===== src/rtl/dsp_fft_bitrev_reorder.sv =====
// Ping-pong reorder buffer: bit-reversed FFT frames in, natural bin order out on a valid/ready
// stream. Define FFT_REORDER_IDX_EN to add the dout_idx output (natural bin index of dout).
module dsp_fft_bitrev_reorder #(
  parameter int unsigned DATA_W = 16,
  parameter int unsigned PTN    = 8
) (
  input  logic                    clk,
  input  logic                    rst,
  input  logic [2*DATA_W-1:0]     din,
  input  logic                    din_vld,
  output logic                    din_busy,
  output logic [2*DATA_W-1:0]     dout,
  output logic                    dout_vld,
  input  logic                    dout_rdy,
  output logic                    dout_last,
`ifdef FFT_REORDER_IDX_EN
  output logic [$clog2(PTN)-1:0]  dout_idx,
`endif
  output logic                    ovf
);

  localparam int unsigned CTW = $clog2(PTN);
  localparam int unsigned SW  = 2 * DATA_W;
  localparam logic [CTW-1:0] LastIdx = CTW'(PTN - 1);

  typedef enum logic [1:0] {BkEmpty, BkFilling, BkFull, BkDraining} bank_st_e;

  function automatic logic [CTW-1:0] bitrev(input logic [CTW-1:0] a);
    logic [CTW-1:0] r;
    for (int i = 0; i < int'(CTW); i++) r[i] = a[CTW-1-i];
    return r;
  endfunction

  bank_st_e       bank_st_q [2];
  bank_st_e       bank_st_d [2];
  logic           wr_ptr_q, rd_ptr_q;
  logic [CTW-1:0] wr_cnt_q, rd_cnt_q;
  logic           ovf_q;
  logic [SW-1:0]  mem_q [2*PTN];

  bank_st_e       wr_st, rd_st;
  logic           wr_ok, wr_en, fill_done;
  logic           rd_en, drain_done;

  // Read pipeline stage (memory output) and 2-entry skid ahead of the output register
  logic           rd_vld_q, rd_last_q;
  logic [SW-1:0]  rd_data_q;
  logic [SW-1:0]  fifo_data_q [2];
  logic [1:0]     fifo_last_q;
  logic           fifo_wsel_q, fifo_rsel_q;
  logic [1:0]     fifo_cnt_q;

  logic [SW-1:0]  dout_q;
  logic           dout_vld_q, dout_last_q;

  logic           push, pop, out_load;
  logic [2:0]     occ;

`ifdef FFT_REORDER_IDX_EN
  logic [CTW-1:0] rd_idx_q;
  logic [CTW-1:0] fifo_idx_q [2];
  logic [CTW-1:0] dout_idx_q;
`endif

  assign wr_st = bank_st_q[wr_ptr_q];
  assign rd_st = bank_st_q[rd_ptr_q];

  assign wr_ok     = (wr_st == BkEmpty) || (wr_st == BkFilling);
  assign wr_en     = din_vld && wr_ok;
  assign fill_done = wr_en && (wr_cnt_q == LastIdx);
  assign din_busy  = !wr_ok;

  // Samples held or in flight downstream; output reg + skid give room for three.
  assign pop        = dout_vld_q && dout_rdy;
  assign occ        = 3'(dout_vld_q) + 3'(fifo_cnt_q) + 3'(rd_vld_q);
  assign rd_en      = ((rd_st == BkFull) || (rd_st == BkDraining)) && ((occ - 3'(pop)) < 3'd3);
  assign drain_done = rd_en && (rd_cnt_q == LastIdx);

  assign push     = rd_vld_q;
  assign out_load = (fifo_cnt_q != 2'd0) && (!dout_vld_q || dout_rdy);

  always_comb begin
    for (int b = 0; b < 2; b++) bank_st_d[b] = bank_st_q[b];
    if (rd_st == BkFull) bank_st_d[rd_ptr_q] = BkDraining;
    if (drain_done)      bank_st_d[rd_ptr_q] = BkEmpty;
    if (wr_en)           bank_st_d[wr_ptr_q] = fill_done ? BkFull : BkFilling;
  end

  always_ff @(posedge clk or posedge rst) begin
    if (rst) begin
      bank_st_q[0] <= BkEmpty;
      bank_st_q[1] <= BkEmpty;
      wr_ptr_q     <= 1'b0;
      rd_ptr_q     <= 1'b0;
      wr_cnt_q     <= '0;
      rd_cnt_q     <= '0;
      ovf_q        <= 1'b0;
    end else begin
      bank_st_q[0] <= bank_st_d[0];
      bank_st_q[1] <= bank_st_d[1];
      if (wr_en) begin
        wr_cnt_q <= wr_cnt_q + 1'b1;
        if (fill_done) wr_ptr_q <= ~wr_ptr_q;
      end
      if (din_vld && !wr_ok) ovf_q <= 1'b1;
      if (rd_en) begin
        rd_cnt_q <= rd_cnt_q + 1'b1;
        if (drain_done) rd_ptr_q <= ~rd_ptr_q;
      end
    end
  end

  // Storage without reset; validity is tracked by the control flops.
  always_ff @(posedge clk) begin
    if (wr_en) mem_q[{wr_ptr_q, bitrev(wr_cnt_q)}] <= din;
    if (rd_en) rd_data_q <= mem_q[{rd_ptr_q, rd_cnt_q}];
    if (push) begin
      fifo_data_q[fifo_wsel_q] <= rd_data_q;
      fifo_last_q[fifo_wsel_q] <= rd_last_q;
`ifdef FFT_REORDER_IDX_EN
      fifo_idx_q[fifo_wsel_q]  <= rd_idx_q;
`endif
    end
  end

  always_ff @(posedge clk or posedge rst) begin
    if (rst) begin
      rd_vld_q    <= 1'b0;
      rd_last_q   <= 1'b0;
      fifo_wsel_q <= 1'b0;
      fifo_rsel_q <= 1'b0;
      fifo_cnt_q  <= 2'd0;
      dout_q      <= '0;
      dout_vld_q  <= 1'b0;
      dout_last_q <= 1'b0;
`ifdef FFT_REORDER_IDX_EN
      rd_idx_q    <= '0;
      dout_idx_q  <= '0;
`endif
    end else begin
      rd_vld_q  <= rd_en;
      rd_last_q <= drain_done;
`ifdef FFT_REORDER_IDX_EN
      if (rd_en) rd_idx_q <= rd_cnt_q;
`endif
      if (push)     fifo_wsel_q <= ~fifo_wsel_q;
      if (out_load) fifo_rsel_q <= ~fifo_rsel_q;
      fifo_cnt_q <= fifo_cnt_q + 2'(push) - 2'(out_load);
      if (out_load) begin
        dout_q      <= fifo_data_q[fifo_rsel_q];
        dout_last_q <= fifo_last_q[fifo_rsel_q];
        dout_vld_q  <= 1'b1;
`ifdef FFT_REORDER_IDX_EN
        dout_idx_q  <= fifo_idx_q[fifo_rsel_q];
`endif
      end else if (pop) begin
        dout_vld_q  <= 1'b0;
        dout_last_q <= 1'b0;
      end
    end
  end

  assign dout      = dout_q;
  assign dout_vld  = dout_vld_q;
  assign dout_last = dout_last_q;
  assign ovf       = ovf_q;
`ifdef FFT_REORDER_IDX_EN
  assign dout_idx  = dout_idx_q;
`endif

`ifndef SYNTHESIS
  // Fill and drain always target opposite banks; a collision means the control is broken.
  bank_collision_a : assert property (@(posedge clk) disable iff (rst)
    !(fill_done && drain_done && (wr_ptr_q == rd_ptr_q)));
  skid_overflow_a : assert property (@(posedge clk) disable iff (rst)
    !(push && !out_load && (fifo_cnt_q == 2'd2)));
`endif

endmodule


===== config.mk =====
export PLATFORM = sky130hd
export DESIGN_NAME = dsp_fft_bitrev_reorder
export DESIGN_NICKNAME = d
export VERILOG_FILES = /design/src/rtl/dsp_fft_bitrev_reorder.sv
export SDC_FILE = /design/constraint.sdc
export NUM_CORES = 1
export LEC_CHECK = 0
export BUFFER_PORTS_ARGS = -buffer_cell sky130_fd_sc_hd__buf_2
export CORE_MARGIN = 3
export CORE_UTILIZATION = 60
export CTS_BUF_LIST = sky130_fd_sc_hd__clkbuf_4 sky130_fd_sc_hd__clkbuf_8 sky130_fd_sc_hd__clkbuf_16
export DETAILED_ROUTE_END_ITERATION = 6
export GPL_TIMING_DRIVEN = 0
export HOLD_SLACK_MARGIN = 0.1
export PLACE_DENSITY = 0.77
export RECOVER_POWER = 100
export SLEW_MARGIN = 20
export SYNTH_ARGS = -nofsm -noshare
export SYNTH_HDL_FRONTEND = slang
export SYNTH_SLANG_ARGS = --single-unit

===== constraint.sdc =====
create_clock -name clk -period 14.1 [get_ports clk]
set_input_delay 2.82 -clock clk [delete_from_list [all_inputs] [get_ports clk]]
set_output_delay 2.82 -clock clk [all_outputs]
set_load 0.01 [all_outputs]

# --- Yosys cells after proc, flatten, opt, wreduce, memory -nomap -nowiden ---
# Memories as Yosys holds them, arrays and structs flattened. A register that Yosys moved wholly into a read port is not among the register bits.
# Index checks and enable logic that the tools add are counted.
totals:
  reg_bits: 23
  mem_bits_rw: 576
  in_bits: 36
  out_inout_bits: 36
  word_cells: 93
  mem_count: 2
op_classes:
  n_addsub: 7
  order_cmp: 8
  n_eq_ne: 5
  muxes: 27
  bitwise: 9
  n_reduce_logical: 20
memory_table:
  columns: ["name", "words", "width", "read_ports", "rd_ports_with_merged_regs", "wr", "line", "rtl"]
  rows:
  - ["mem_q", 16, 32, 1, 1, 1, "39", "logic [SW-1:0] mem_q [2*PTN];"]
  - ["fifo_data_q", 2, 32, 1, 1, 1, "48", "logic [SW-1:0] fifo_data_q [2];"]
op_table:
  columns: ["op", "count"]
  rows:
  - ["two-way mux 2 bit", 9]
  - ["two-way mux 4 bit", 3]
  - ["logical AND 1 bit", 10]
  - ["two-way mux 1 bit", 10]
  - ["adder 3 x 1 -> 3 bit, second input constant", 2]
  - ["== test 3 bit, second input constant", 2]
  - ["bitwise AND 4 bit", 1]
  - ["bitwise mux 4 bit", 1]
  - ["demux 2 bit (select 1 bit)", 2]
  - ["== test 2 bit, second input constant", 2]
  - ["greater-or-equal comparator 2 bit, second input constant", 2]
  - ["less-than comparator 1 x 2 -> 1 bit, second input constant", 2]
  - ["less-than comparator 2 x 1 -> 1 bit, second input constant", 2]
  - ["inverter 1 bit", 4]
  - ["inverter 1 -> 2 bit", 2]
  - ["inverter 4 bit", 1]
  - ["bitwise OR 4 bit", 1]
  - ["AND reduction 2 bit", 2]
  - ["nonzero test 2 bit", 2]
  - ["adder 1 x 2 -> 3 bit", 1]
  - ["adder 3 x 1 -> 3 bit", 1]
  - ["logical OR 1 bit", 3]
  - ["less-than comparator 3 x 2 -> 1 bit, second input constant", 1]
  - ["subtractor 3 x 1 -> 3 bit", 1]
  - ["other kinds (8)", 9]

# --- Logic depth before layout (Yosys ltp) ---
depth:
  ltp_word: 11
  depth_mapped: 9
  ltp_nobuf: 9

# --- Worst setup path before layout ---
# No wires, ideal clock.
synth_timing:
  path_type: "input to register"
  from: "in din_vld"
  to: "mem mem_q[0][0] in the netlist's numbering, enable pin"
  setup_time_ns: 0.513
  arrival_time_ns: 6.662
  required_ns: 13.587
  path_slack_ns: 6.925
  path_stages: 4
  n_path_buf: 1
  cell_sequence: "clkbuf_1 inv_1 nor3_1 nor4b_1"
synth_between:
  elab_chain_len: 3
synth_lines:
  columns: ["item", "line", "rtl"]
  rows:
  - ["start, declared", "10", "input logic din_vld,"]
  - ["logical AND 1 bit", "69", "assign wr_en = din_vld && wr_ok;"]
  - ["two-way mux 1 bit", "115", "if (wr_en) mem_q[{wr_ptr_q, bitrev(wr_cnt_q)}] <= din;"]
  - ["two-way mux 1 bit (implied by the code)", "115", null]
  - ["end, declared", "39", null]
# No other way between the ends.

# --- Worst setup path after layout ---
layout_timing:
  from: "in dout_rdy"
  to: "reg rd_cnt_q[1]"
layout_between:
  elab_chain_len: 4
layout_lines:
  columns: ["item", "line", "rtl"]
  rows:
  - ["start, declared", "14", "input logic dout_rdy,"]
  - ["logical AND 1 bit", "74", "assign pop = dout_vld_q && dout_rdy;"]
  - ["subtractor 3 x 1 -> 3 bit", "76", "assign rd_en = ((rd_st == BkFull) || (rd_st == BkDraining)) && ((occ - 3'(pop)) < 3'd3);"]
  - ["less-than comparator 3 x 2 -> 1 bit", "76", null]
  - ["logical AND 1 bit", "76", null]
  - ["named net rd_en", "43", "logic rd_en, drain_done;"]
  - ["end signal, assigned", "107", "rd_cnt_q <= rd_cnt_q + 1'b1;"]
  - ["end, declared", "37", "logic [CTW-1:0] wr_cnt_q, rd_cnt_q;"]
# The timed path passes the listed nets, and every way through them passes these cells.
# A chain may end at the register's enable or synchronous reset.

==> run metrics <==
largest net degree at the start of global routing 35; Worst Skew between 0.02 and 0.025 ns; IO buf count 70; io pins 72; Crit Path Category in2reg; Post-synth EDFFs a little over 600; clk sink count between 600 and 700; grt ovf 0; Setup WS post-layout approximately 7.9 ns; Top Layer Used met5; WP data arrival ~6.6 ns; vias per inst roughly 6.2; mapped cell area 0.02497 mm^2; Tightest Hold Check Type reg2reg; Max Transition Viols Final around 220; fillers ~2600; Placed Area approximately 0.027 mm^2; ys async rst share 0.07716; CP bufs+invs 3; row cnt 74; Clock Pin Slew Worst Setup and Hold Paths approximately 0.060 ns; Setup-failing EPs final 0; RSZ-0062 raised after global routing false; failing checks capacitance limit, slew limit; H-tree levels 3; min cycle time layout approximately 6 ns; Starting Density 0.6101; Rel. slew slack -0.3609; Clock Path Buffers 3; antenna violations before repair 2; critical path's top delay family buffers and inverters; vias in the first global route between 10000 and 15000; multi-input logic area just under 0.005 mm^2; worst-margin pin slew roughly 2.0 ns; Syn Area/Cell a little under 20 um^2; register area share after synthesis 0.7848; Syn Inst Count 1269; layout cells sized above 1 0.1372; Fmax ~160 MHz; WL met3 5.159 mm; Main synth FF type edfxtp_1; hold slack between 0.4 and 0.5 ns; Clock Latency Late Sink just under 0.6 ns; maximum vdd drop roughly 0.12 mV; Leak between 0.009 and 0.01 uW; Layout Cells excl Fill around 2000; Worst Path Required between 10 and 15 ns; FF+latch count, synth about 660; post-synthesis net count 1314; Iter 0 DRT Violations 1468; global-route wire length before repair between 80 and 90 mm; Detailed Routing Iterations Pass 1 5; period utilization 0.4370; full die area around 0.044 mm^2; status finished with violations; FF+latch area 0.01959 mm^2; worst slack at placement roughly 8.6 ns; post-CTS setup buffers 0; max_cap viols 14; commonest non-fill, non-tap cell in the layout edfxtp_1; NumNets Final between 1500 and 2000; Synth cell types 39; post-CTS sizing 0; Synth Warn # 0; pwr dens about 210 mW/mm^2; via count around 13000; commonest cells after routing, fill and taps aside 610 x edfxtp_1, 161 x mux2i_1, 159 x clkbuf_1; clock root buffer clkbuf_16; Die H ~210 um; CP max-delay cell clkbuf_1; met2 WL approximately 26 mm; Die X 210.0 um; GRT Total Usage 0.2541; worst path cell trace clkbuf_1 > and2_0 > ha_1 > fa_1 > inv_1 > fa_1 > nand2b_1 > nand2_1 > nor2_1 > clkbuf_1 > mux2_1; met1 wire length around 22 mm; Startpoint Class primary input; post-route ant nets 0; RD Place Congestion between 0.7 and 0.8; HPWL Detailed between 30 and 40 mm; final hold viol count 0; setup TNS 0 ns; largest stage delay on the critical path about 1.2 ns; Core ar. between 0.04 and 0.05 mm^2; crit path max fanout 29; DR DRC count 0; hold buffer count at cts 0; Routed wire per std cell ~27 um; CTS tree yes; Num CTS Buffers 66; Area Growth Syn to Fin 13.19%; dpl cells slightly below 2000; Crit. End Element flip-flop; WL final roughly 55 mm; final instance area between 0.02 and 0.03 mm^2
==> report_power, final <==
group | internal, uW | switching (uW) | leakage [uW]
clock network | 1030 | 698 | 0.00110
registers | 2470 | 105 | 0.00608
logic | 595 | 1040 | 0.00245
total | 4100 | 1840 | 0.00963
==> state kept, by name, summed over array words and instances, names as in the netlist, 2 cells and up <==
name         cells
fifo_cnt_q       2
rd_data_q       32
mem_q          512
fifo_data_q     64
wr_cnt_q         3
fifo_last_q      2
bank_st_q        2
rd_cnt_q         3
dout            32
==> cells by family after synthesis <==
logic type	count (synthesis)	synth area share
AND/OR/NAND/NOR	146	0.02676
flip-flops	661	0.7848
XOR/XNOR	7	0.002456
adder cells (fa/ha/maj)	9	0.005112
AO/OA/AOI/OAI	136	0.03709
buffers and inverters	79	0.01834
multiplexers	231	0.1254
==> area by class of cell <==
class,instances,area share
sequential,661,0.6934
multi-input combinational,529,0.1737
clock buffer,96,0.07142
tap,532,0.02356
timing repair buffer,126,0.01683
buffer,67,0.01333
clock inverter,25,0.006066
inverter,12,0.001594
antenna,1,0.00008855
==> per-stage QoR <==
stage                     utilization  power [uW]
after CTS                      0.7071        6040
after global placement         0.6349        4197
final                          0.6905        5948
after global routing           0.6904        6181
after floorplan                     -        3663
after detailed placement       0.6536        4309
==> worst register-to-register path, delay by kind of cell (launching register included) <==
family	cells	cell delay (ns)
flops	1	0.43
buf+inv	2	1.39
simple gates	3	1.86
mux	1	0.43
==> synth_stat cells (2+ instances only) <==
master	count	share of area
edfxtp_1	610	0.73
xor2_1	4	0.0014
nand2b_1	4	0.0010
and2_1	6	0.0015
o21ai_0	4	0.00080
nor3_1	6	0.0012
nor4_1	3	0.00075
clkbuf_1	25	0.0038
nand3_1	33	0.0066
o31ai_1	2	0.00060
buf_6	11	0.0050
fa_1	2	0.0016
nor2_2	2	0.00050
dfrtp_1	51	0.051
buf_1	4	0.00060
a22oi_1	94	0.028
buf_8	2	0.0012
a21oi_1	34	0.0068
nor2_1	46	0.0069
mux4_2	65	0.059
nand2_1	36	0.0054
buf_2	15	0.0030
mux2i_1	161	0.065
nor2b_1	4	0.0010
inv_1	11	0.0017
ha_1	7	0.0035
buf_4	10	0.0030
mux2_1	4	0.0018
xnor2_1	3	0.0011
==> path summary, 6_finish.rpt <==
| kind | startpoint | endpoint | slack (ns) | cells after the start |
|---|---|---|---|---|
| min reg2reg | rd_data_q[28]$_DFFE_PP_ | fifo_data_q[1][28]$_DFFE_PP_ | 0.44 | 0 |
| max | dout_rdy | rd_cnt_q[1]$_DFFE_PP0P_ | 7.94 | 11 |
| max reg2reg | wr_ptr_q$_DFFE_PP0P_ | mem_q[9][21]$_DFFE_PP_ | 9.57 | 6 |
| min | rd_data_q[28]$_DFFE_PP_ | fifo_data_q[1][28]$_DFFE_PP_ | 0.44 | 0 |
| max in group asynchronous | rst | bank_st_q[3]$_DFF_PP0_ | 9.53 | 3 |
| min in group asynchronous | rst | dout[28]$_DFFE_PP0P_ | 2.32 | 2 |
==> layer usage <==
layer,vias up,global-route usage
li1,5489,-
met1,6439,0.3582
met2,715,0.4054
met3,118,0.05551
met4,4,0.08430
met5,-,0
Note: power is estimated with default switching activity, not from simulation.
